**config.mk**
```make
export PLATFORM = sky130hd
export DESIGN_NAME = monitoreo_multicanal
export DESIGN_NICKNAME = d
export VERILOG_FILES = /design/src/rtl/monitoreo_pkg.sv /design/src/rtl/monitoreo_canal.sv /design/src/rtl/monitoreo_multicanal.sv
export SDC_FILE = /design/constraint.sdc
export NUM_CORES = 1
export LEC_CHECK = 0
export ABC_AREA = 1
export CAP_MARGIN = 10
export CELL_PAD_IN_SITES_DETAIL_PLACEMENT = 2
export CELL_PAD_IN_SITES_GLOBAL_PLACEMENT = 2
export CORE_MARGIN = 1.5
export CORE_UTILIZATION = 35
export DETAILED_ROUTE_END_ITERATION = 16
export DONT_BUFFER_PORTS = 1
export PLACE_DENSITY_LB_ADDON = 0.12
export SLEW_MARGIN = 30
export SYNTH_ARGS = -nofsm -noshare
export SYNTH_HDL_FRONTEND = slang
export SYNTH_SLANG_ARGS = --single-unit
```
**constraint.sdc**
```tcl
create_clock -name clk -period 4 [get_ports clk]
set_clock_uncertainty 0.15 [all_clocks]
set_input_delay 1 -clock clk [delete_from_list [all_inputs] [get_ports clk]]
set_output_delay 1 -clock clk [all_outputs]
set_load 0.02 [all_outputs]
```
**src/rtl/monitoreo_pkg.sv**
```systemverilog
// Shared types for the multi-channel temperature monitor.
//   estado_t : per-channel alarm state, encoded as it appears on estado_actual
//   clase_t  : classification of a single sample against the channel thresholds
package monitoreo_pkg;

  typedef enum logic [1:0] {
    NORMAL = 2'b00,
    FRIO   = 2'b01,
    CALOR  = 2'b10
  } estado_t;

  typedef enum logic [1:0] {
    BAJO,
    RANGO,
    ALTO
  } clase_t;

endpackage

```
**src/rtl/monitoreo_canal.sv**
```systemverilog
// Single temperature channel: classifies each valid sample, counts consecutive
// cold/hot samples and raises the alarm once PERSIST of them have been seen.
// Build option: MON_HISTERESIS_EN adds a hysteresis band on the way back to NORMAL.
// Ports:
//   clk, arst_n   clock and synchronous active-low reset
//   temp_valido   temp carries a new sample this cycle
//   temp          signed sample, tenths of a degree
//   estado        current state (00 NORMAL, 01 FRIO, 10 CALOR)
//   alerta        FRIO or CALOR
//   calefactor    FRIO
//   ventilador    CALOR
module monitoreo_canal #(
  parameter int unsigned W_TEMP  = 11,
  parameter int          T_BAJO  = 180,
  parameter int          T_ALTO  = 259,
  parameter int unsigned PERSIST = 6,
  parameter int          HIST    = 10
) (
  input  logic                     clk,
  input  logic                     arst_n,
  input  logic                     temp_valido,
  input  logic signed [W_TEMP-1:0] temp,
  output logic [1:0]               estado,
  output logic                     alerta,
  output logic                     calefactor,
  output logic                     ventilador
);
  import monitoreo_pkg::*;

  localparam int unsigned CW = $clog2(PERSIST + 1);
  localparam logic signed [W_TEMP-1:0] LimBajo = W_TEMP'(T_BAJO);
  localparam logic signed [W_TEMP-1:0] LimAlto = W_TEMP'(T_ALTO);

  estado_t         estado_q, estado_d;
  logic [CW-1:0]   cont_bajo_q, cont_bajo_d;
  logic [CW-1:0]   cont_alto_q, cont_alto_d;
  logic [CW-1:0]   bajo_inc, alto_inc;
  clase_t          clase;
  logic            sale_frio, sale_calor;

  always_comb begin
    if (temp < LimBajo) begin
      clase = BAJO;
    end else if (temp > LimAlto) begin
      clase = ALTO;
    end else begin
      clase = RANGO;
    end
  end

`ifdef MON_HISTERESIS_EN
  localparam logic signed [W_TEMP-1:0] LimSalidaFrio  = W_TEMP'(T_BAJO + HIST);
  localparam logic signed [W_TEMP-1:0] LimSalidaCalor = W_TEMP'(T_ALTO - HIST);
  // Opposite-extreme samples are handled before these, so only the band edge matters.
  assign sale_frio  = (temp >= LimSalidaFrio);
  assign sale_calor = (temp <= LimSalidaCalor);
`else
  // HIST has no effect without the hysteresis band.
  logic unused_hist;
  assign unused_hist = ^HIST;
  assign sale_frio   = (clase == RANGO);
  assign sale_calor  = (clase == RANGO);
`endif

  // Saturating increments; entering an alarm clears the counter before it can saturate.
  assign bajo_inc = (cont_bajo_q == CW'(PERSIST)) ? cont_bajo_q : cont_bajo_q + CW'(1);
  assign alto_inc = (cont_alto_q == CW'(PERSIST)) ? cont_alto_q : cont_alto_q + CW'(1);

  always_comb begin
    estado_d    = estado_q;
    cont_bajo_d = cont_bajo_q;
    cont_alto_d = cont_alto_q;
    if (temp_valido) begin
      case (estado_q)
        NORMAL: begin
          unique case (clase)
            BAJO: begin
              cont_alto_d = '0;
              if (bajo_inc == CW'(PERSIST)) begin
                estado_d    = FRIO;
                cont_bajo_d = '0;
              end else begin
                cont_bajo_d = bajo_inc;
              end
            end
            ALTO: begin
              cont_bajo_d = '0;
              if (alto_inc == CW'(PERSIST)) begin
                estado_d    = CALOR;
                cont_alto_d = '0;
              end else begin
                cont_alto_d = alto_inc;
              end
            end
            default: begin
              cont_bajo_d = '0;
              cont_alto_d = '0;
            end
          endcase
        end
        FRIO: begin
          cont_bajo_d = '0;
          cont_alto_d = '0;
          if (clase == ALTO) begin
            estado_d = CALOR;
          end else if (clase == RANGO && sale_frio) begin
            estado_d = NORMAL;
          end
        end
        CALOR: begin
          cont_bajo_d = '0;
          cont_alto_d = '0;
          if (clase == BAJO) begin
            estado_d = FRIO;
          end else if (clase == RANGO && sale_calor) begin
            estado_d = NORMAL;
          end
        end
        default: begin
          estado_d    = NORMAL;
          cont_bajo_d = '0;
          cont_alto_d = '0;
        end
      endcase
    end
  end

  always_ff @(posedge clk) begin
    if (!arst_n) begin
      estado_q    <= NORMAL;
      cont_bajo_q <= '0;
      cont_alto_q <= '0;
    end else begin
      estado_q    <= estado_d;
      cont_bajo_q <= cont_bajo_d;
      cont_alto_q <= cont_alto_d;
    end
  end

  assign estado     = estado_q;
  assign alerta     = (estado_q != NORMAL);
  assign calefactor = (estado_q == FRIO);
  assign ventilador = (estado_q == CALOR);

endmodule

```
**src/rtl/monitoreo_multicanal.sv**
```systemverilog
// N-channel temperature monitor: independent per-channel monitors plus a
// global alert and the index of the lowest-numbered alarming channel.
// Build option: MON_HISTERESIS_EN (passed through to every channel).
// Ports:
//   clk, arst_n    clock and synchronous active-low reset
//   temp_valido    temp_entrada holds a new sample for every channel
//   temp_entrada   packed signed samples, channel i at [i*W_TEMP +: W_TEMP]
//   estado_actual  per-channel state, channel i at [2*i +: 2]
//   alerta         per-channel alarm
//   calefactor     per-channel heater (FRIO)
//   ventilador     per-channel fan (CALOR)
//   alerta_global  any channel alarming
//   canal_alerta   lowest alarming channel index, 0 when none
module monitoreo_multicanal #(
  parameter int unsigned N_CANALES = 4,
  parameter int unsigned W_TEMP    = 11,
  parameter int          T_BAJO    = 180,
  parameter int          T_ALTO    = 259,
  parameter int unsigned PERSIST   = 6,
  parameter int          HIST      = 10
) (
  input  logic                                                  clk,
  input  logic                                                  arst_n,
  input  logic                                                  temp_valido,
  input  logic [N_CANALES*W_TEMP-1:0]                           temp_entrada,
  output logic [2*N_CANALES-1:0]                                estado_actual,
  output logic [N_CANALES-1:0]                                  alerta,
  output logic [N_CANALES-1:0]                                  calefactor,
  output logic [N_CANALES-1:0]                                  ventilador,
  output logic                                                  alerta_global,
  output logic [((N_CANALES > 1) ? $clog2(N_CANALES) : 1)-1:0]  canal_alerta
);

  localparam int unsigned CanalW = (N_CANALES > 1) ? $clog2(N_CANALES) : 1;

  for (genvar i = 0; i < N_CANALES; i++) begin : g_canal
    monitoreo_canal #(
      .W_TEMP  (W_TEMP),
      .T_BAJO  (T_BAJO),
      .T_ALTO  (T_ALTO),
      .PERSIST (PERSIST),
      .HIST    (HIST)
    ) u_canal (
      .clk         (clk),
      .arst_n      (arst_n),
      .temp_valido (temp_valido),
      .temp        ($signed(temp_entrada[i*W_TEMP +: W_TEMP])),
      .estado      (estado_actual[2*i +: 2]),
      .alerta      (alerta[i]),
      .calefactor  (calefactor[i]),
      .ventilador  (ventilador[i])
    );
  end

  assign alerta_global = |alerta;

  // Scan downwards so the lowest alarming index is the last one written.
  always_comb begin
    canal_alerta = '0;
    for (int i = N_CANALES - 1; i >= 0; i--) begin
      if (alerta[i]) begin
        canal_alerta = CanalW'(i);
      end
    end
  end

endmodule

```
==> impl_metrics.yaml <==
critical_path:
  crit_family: "simple AND/OR/NAND/NOR gates"
  crit_cells: 4
  path_common_cell: "nor2_1"
  cpMaxStageDelayCell: "dfxtp_1"
  start_kind: "flip-flop"
  arrival_ps: 1970
  criticalPathCategory: "flip-flop to output port"
  critPathCaptureType: "output port"
  cp_cell_sequence: "nor2_1 -> inv_1 -> nor2_1 -> nor3_1"
  reg2reg_depth: 14
  cp_max_fo: 6
  max_stage_delay_ps: 540
  cp.required_ps: 2850
  crit_buf_inv: 1
synthesis:
  synth.distinct_cells: 37
  seq_area_frac_synth_pct: 23.8
  synthTopCellsByCount: "nand2_1, nor2_1, inv_1"
  synth_edf_count: 0
  post-synth-top-count-cell: "nand2_1"
  syn_inst: 436
  async_flop_share_pct: 0
  syn_avg_cell_area_um2: 6.18
  synth_nets: 499
  synth_largest_area_cell: "dfxtp_1"
  yosys_warnings: 0
  synth_area_um2: 2700
  synth_top_cell_area_share_pct: 23.8
  ys.flop_type: "dfxtp_1"
  yosys-top-cells-area: "dfxtp_1, nand2_1, nor2_1"
  ys_ff_latch: 32
die:
  core_um2: 7370
  ios: 70
  die_w_um: 90.8
  dieArea_um2: 8240
  placementRows: 31
  die_h_um: 90.8
  initial_core_util_pct: 36.6
route:
  drtAntennaViolNets: 0
  via_per_inst: 5.06
  drt_pass1_iterations: 4
  wl_per_cell_um: 14.1
  drcViolationCount: 0
  drtIter0Drc: 45
  drt_wl_total_mm: 7.40
  vias: 2648
timing:
  final.setup.tns_ps: 0
  finalHoldViolCount: 0
  setup_viol: 0
  fmax_ghz: 0.320
  period_share_pct: 78.1
  tightest_slew_ps: 636
  fin_crit_ps: 3120
  slew_violations: 0
  rsz0062_at_grt: "false"
  timing.slew.headroom_pct: 57.3
clock_tree:
  cts_tree: "yes"
  clk_pin_slew_worst_paths_ps: 80
  cts_sinks: 32
  ctsLongestPathBuffers: 2
  cts_buffers: 5
  cts_resized: 0
  clkLatencyLatePin_ps: 290
  cts_htree_levels: 2
  post_cts_buffers: 0
  cts-root-buf: "clkbuf_8"
  hold_buffers: 0
layout:
  drive_gt1_share_pct: 11.8
  syn_to_final_growth_pct: 3.25
  nets: 486
  fillCellCount: 950
  diodes: 0
  seqCellArea_um2: 641
  multiInputGateArea_um2: 1700
worst_hold_path:
  hold_path_class: "flip-flop to flip-flop"
  worstHoldPathCells: 2
power_and_ir_drop:
  p_per_area_nw_per_um2: 339
  total_leakage_power_uw: 0.00140
  ir_worst_vdd_uv: 167
  design_power_total_uw: 943
run:
  max-cap-violations: 0
grt:
  antenna_found_initial: 0
  grt-ovfl-total: 0
  grt_usage_pct: 19.1
  grt_pass1_wl_mm: 13.0
  grt_pass1_vias: 2867
  grt_max_degree: 47
placement:
  gp_congestion: 0.770
  dp.final_hpwl_mm: 5.74
  portBuffers: 0
outcome:
  status: "finished, final reports clean"
## through the flow
stage	util (%)	hold WS (ps)	instance area, um^2	setup WS (ps)	std cells
floorplan	-	334	2700	1580	436
global placement	36.5	357	2690	1210	515
detailed placement	36.5	387	2690	1190	515
CTS	37.8	399	2780	846	523
global route	37.8	424	2780	733	523
finish	37.8	403	2780	877	523
## report_power, final
group	switching, uW	total [uW]	internal (uW)
Combinational	199	284	84.7
Clock	131	272	141
Sequential	43.4	387	343
Total	374	943	568
## worst paths after layout
path                                startpoint                                 to  slack [ps]
max               g_canal[3].u_canal.estado[0]                    canal_alerta[1]         880
min          g_canal[3].u_canal.cont_alto_q[2]  g_canal[3].u_canal.cont_alto_q[2]         400
max reg2reg  g_canal[0].u_canal.cont_bajo_q[0]       g_canal[0].u_canal.estado[1]        2080
min reg2reg  g_canal[3].u_canal.cont_alto_q[2]  g_canal[3].u_canal.cont_alto_q[2]         400
## flip-flops by register name, indices dropped and copies added (netlist names)
signal / flops
g_canal.u_canal.cont_bajo_q: 12
g_canal.u_canal.cont_alto_q: 12
g_canal.u_canal.estado: 8
## layout make-up
class                           count  share of cell area (%)
Multi-Input combinational cell    324                    61.2
Sequential cell                    32                    23.0
Inverter                           60                    8.14
Clock buffer                        8                    3.24
Tap cell                           99                    4.45
## layout by cell type (no fill, tap or decap), drive strengths merged
cell type	instances
nand4	3
nand3b	1
o211a	1
nand2	117
xor2	4
nor2	79
clkinv	2
clkbuf	8
inv	58
a211oi	2
nand3	30
nor3b	3
o2111ai	1
dfxtp	32
nor3	5
a22oi	1
ha	16
o21bai	6
o21ai	25
a21oi	29
and2	1
## worst min-delay path: cells and delay by family (launching register included)
kind | cells | cell delay, ps
AO/OA/AOI/OAI | 1 | 70
flip-flops | 1 | 360
AND/OR/NAND/NOR | 1 | 80
## metal layers
metal | global-route usage [%] | up-vias | part of all wire (%)
li1 | - | 1332 | -
met1 | 20.8 | 1284 | 42
met2 | 37.3 | 25 | 54
met3 | 2.86 | 7 | 2.3
met4 | 5.95 | 0 | 1.7
met5 | 0 | - | 0
## logic make-up after synthesis
logic type               share of synthesized area, %
XOR/XNOR                                         1.58
adder cells (fa/ha/maj)                          7.43
flip-flops                                       23.8
buffers and inverters                            13.1
AND/OR/NAND/NOR                                  40.1
AO/OA/AOI/OAI                                    14.1
Note: power is estimated with default switching activity, not from simulation.
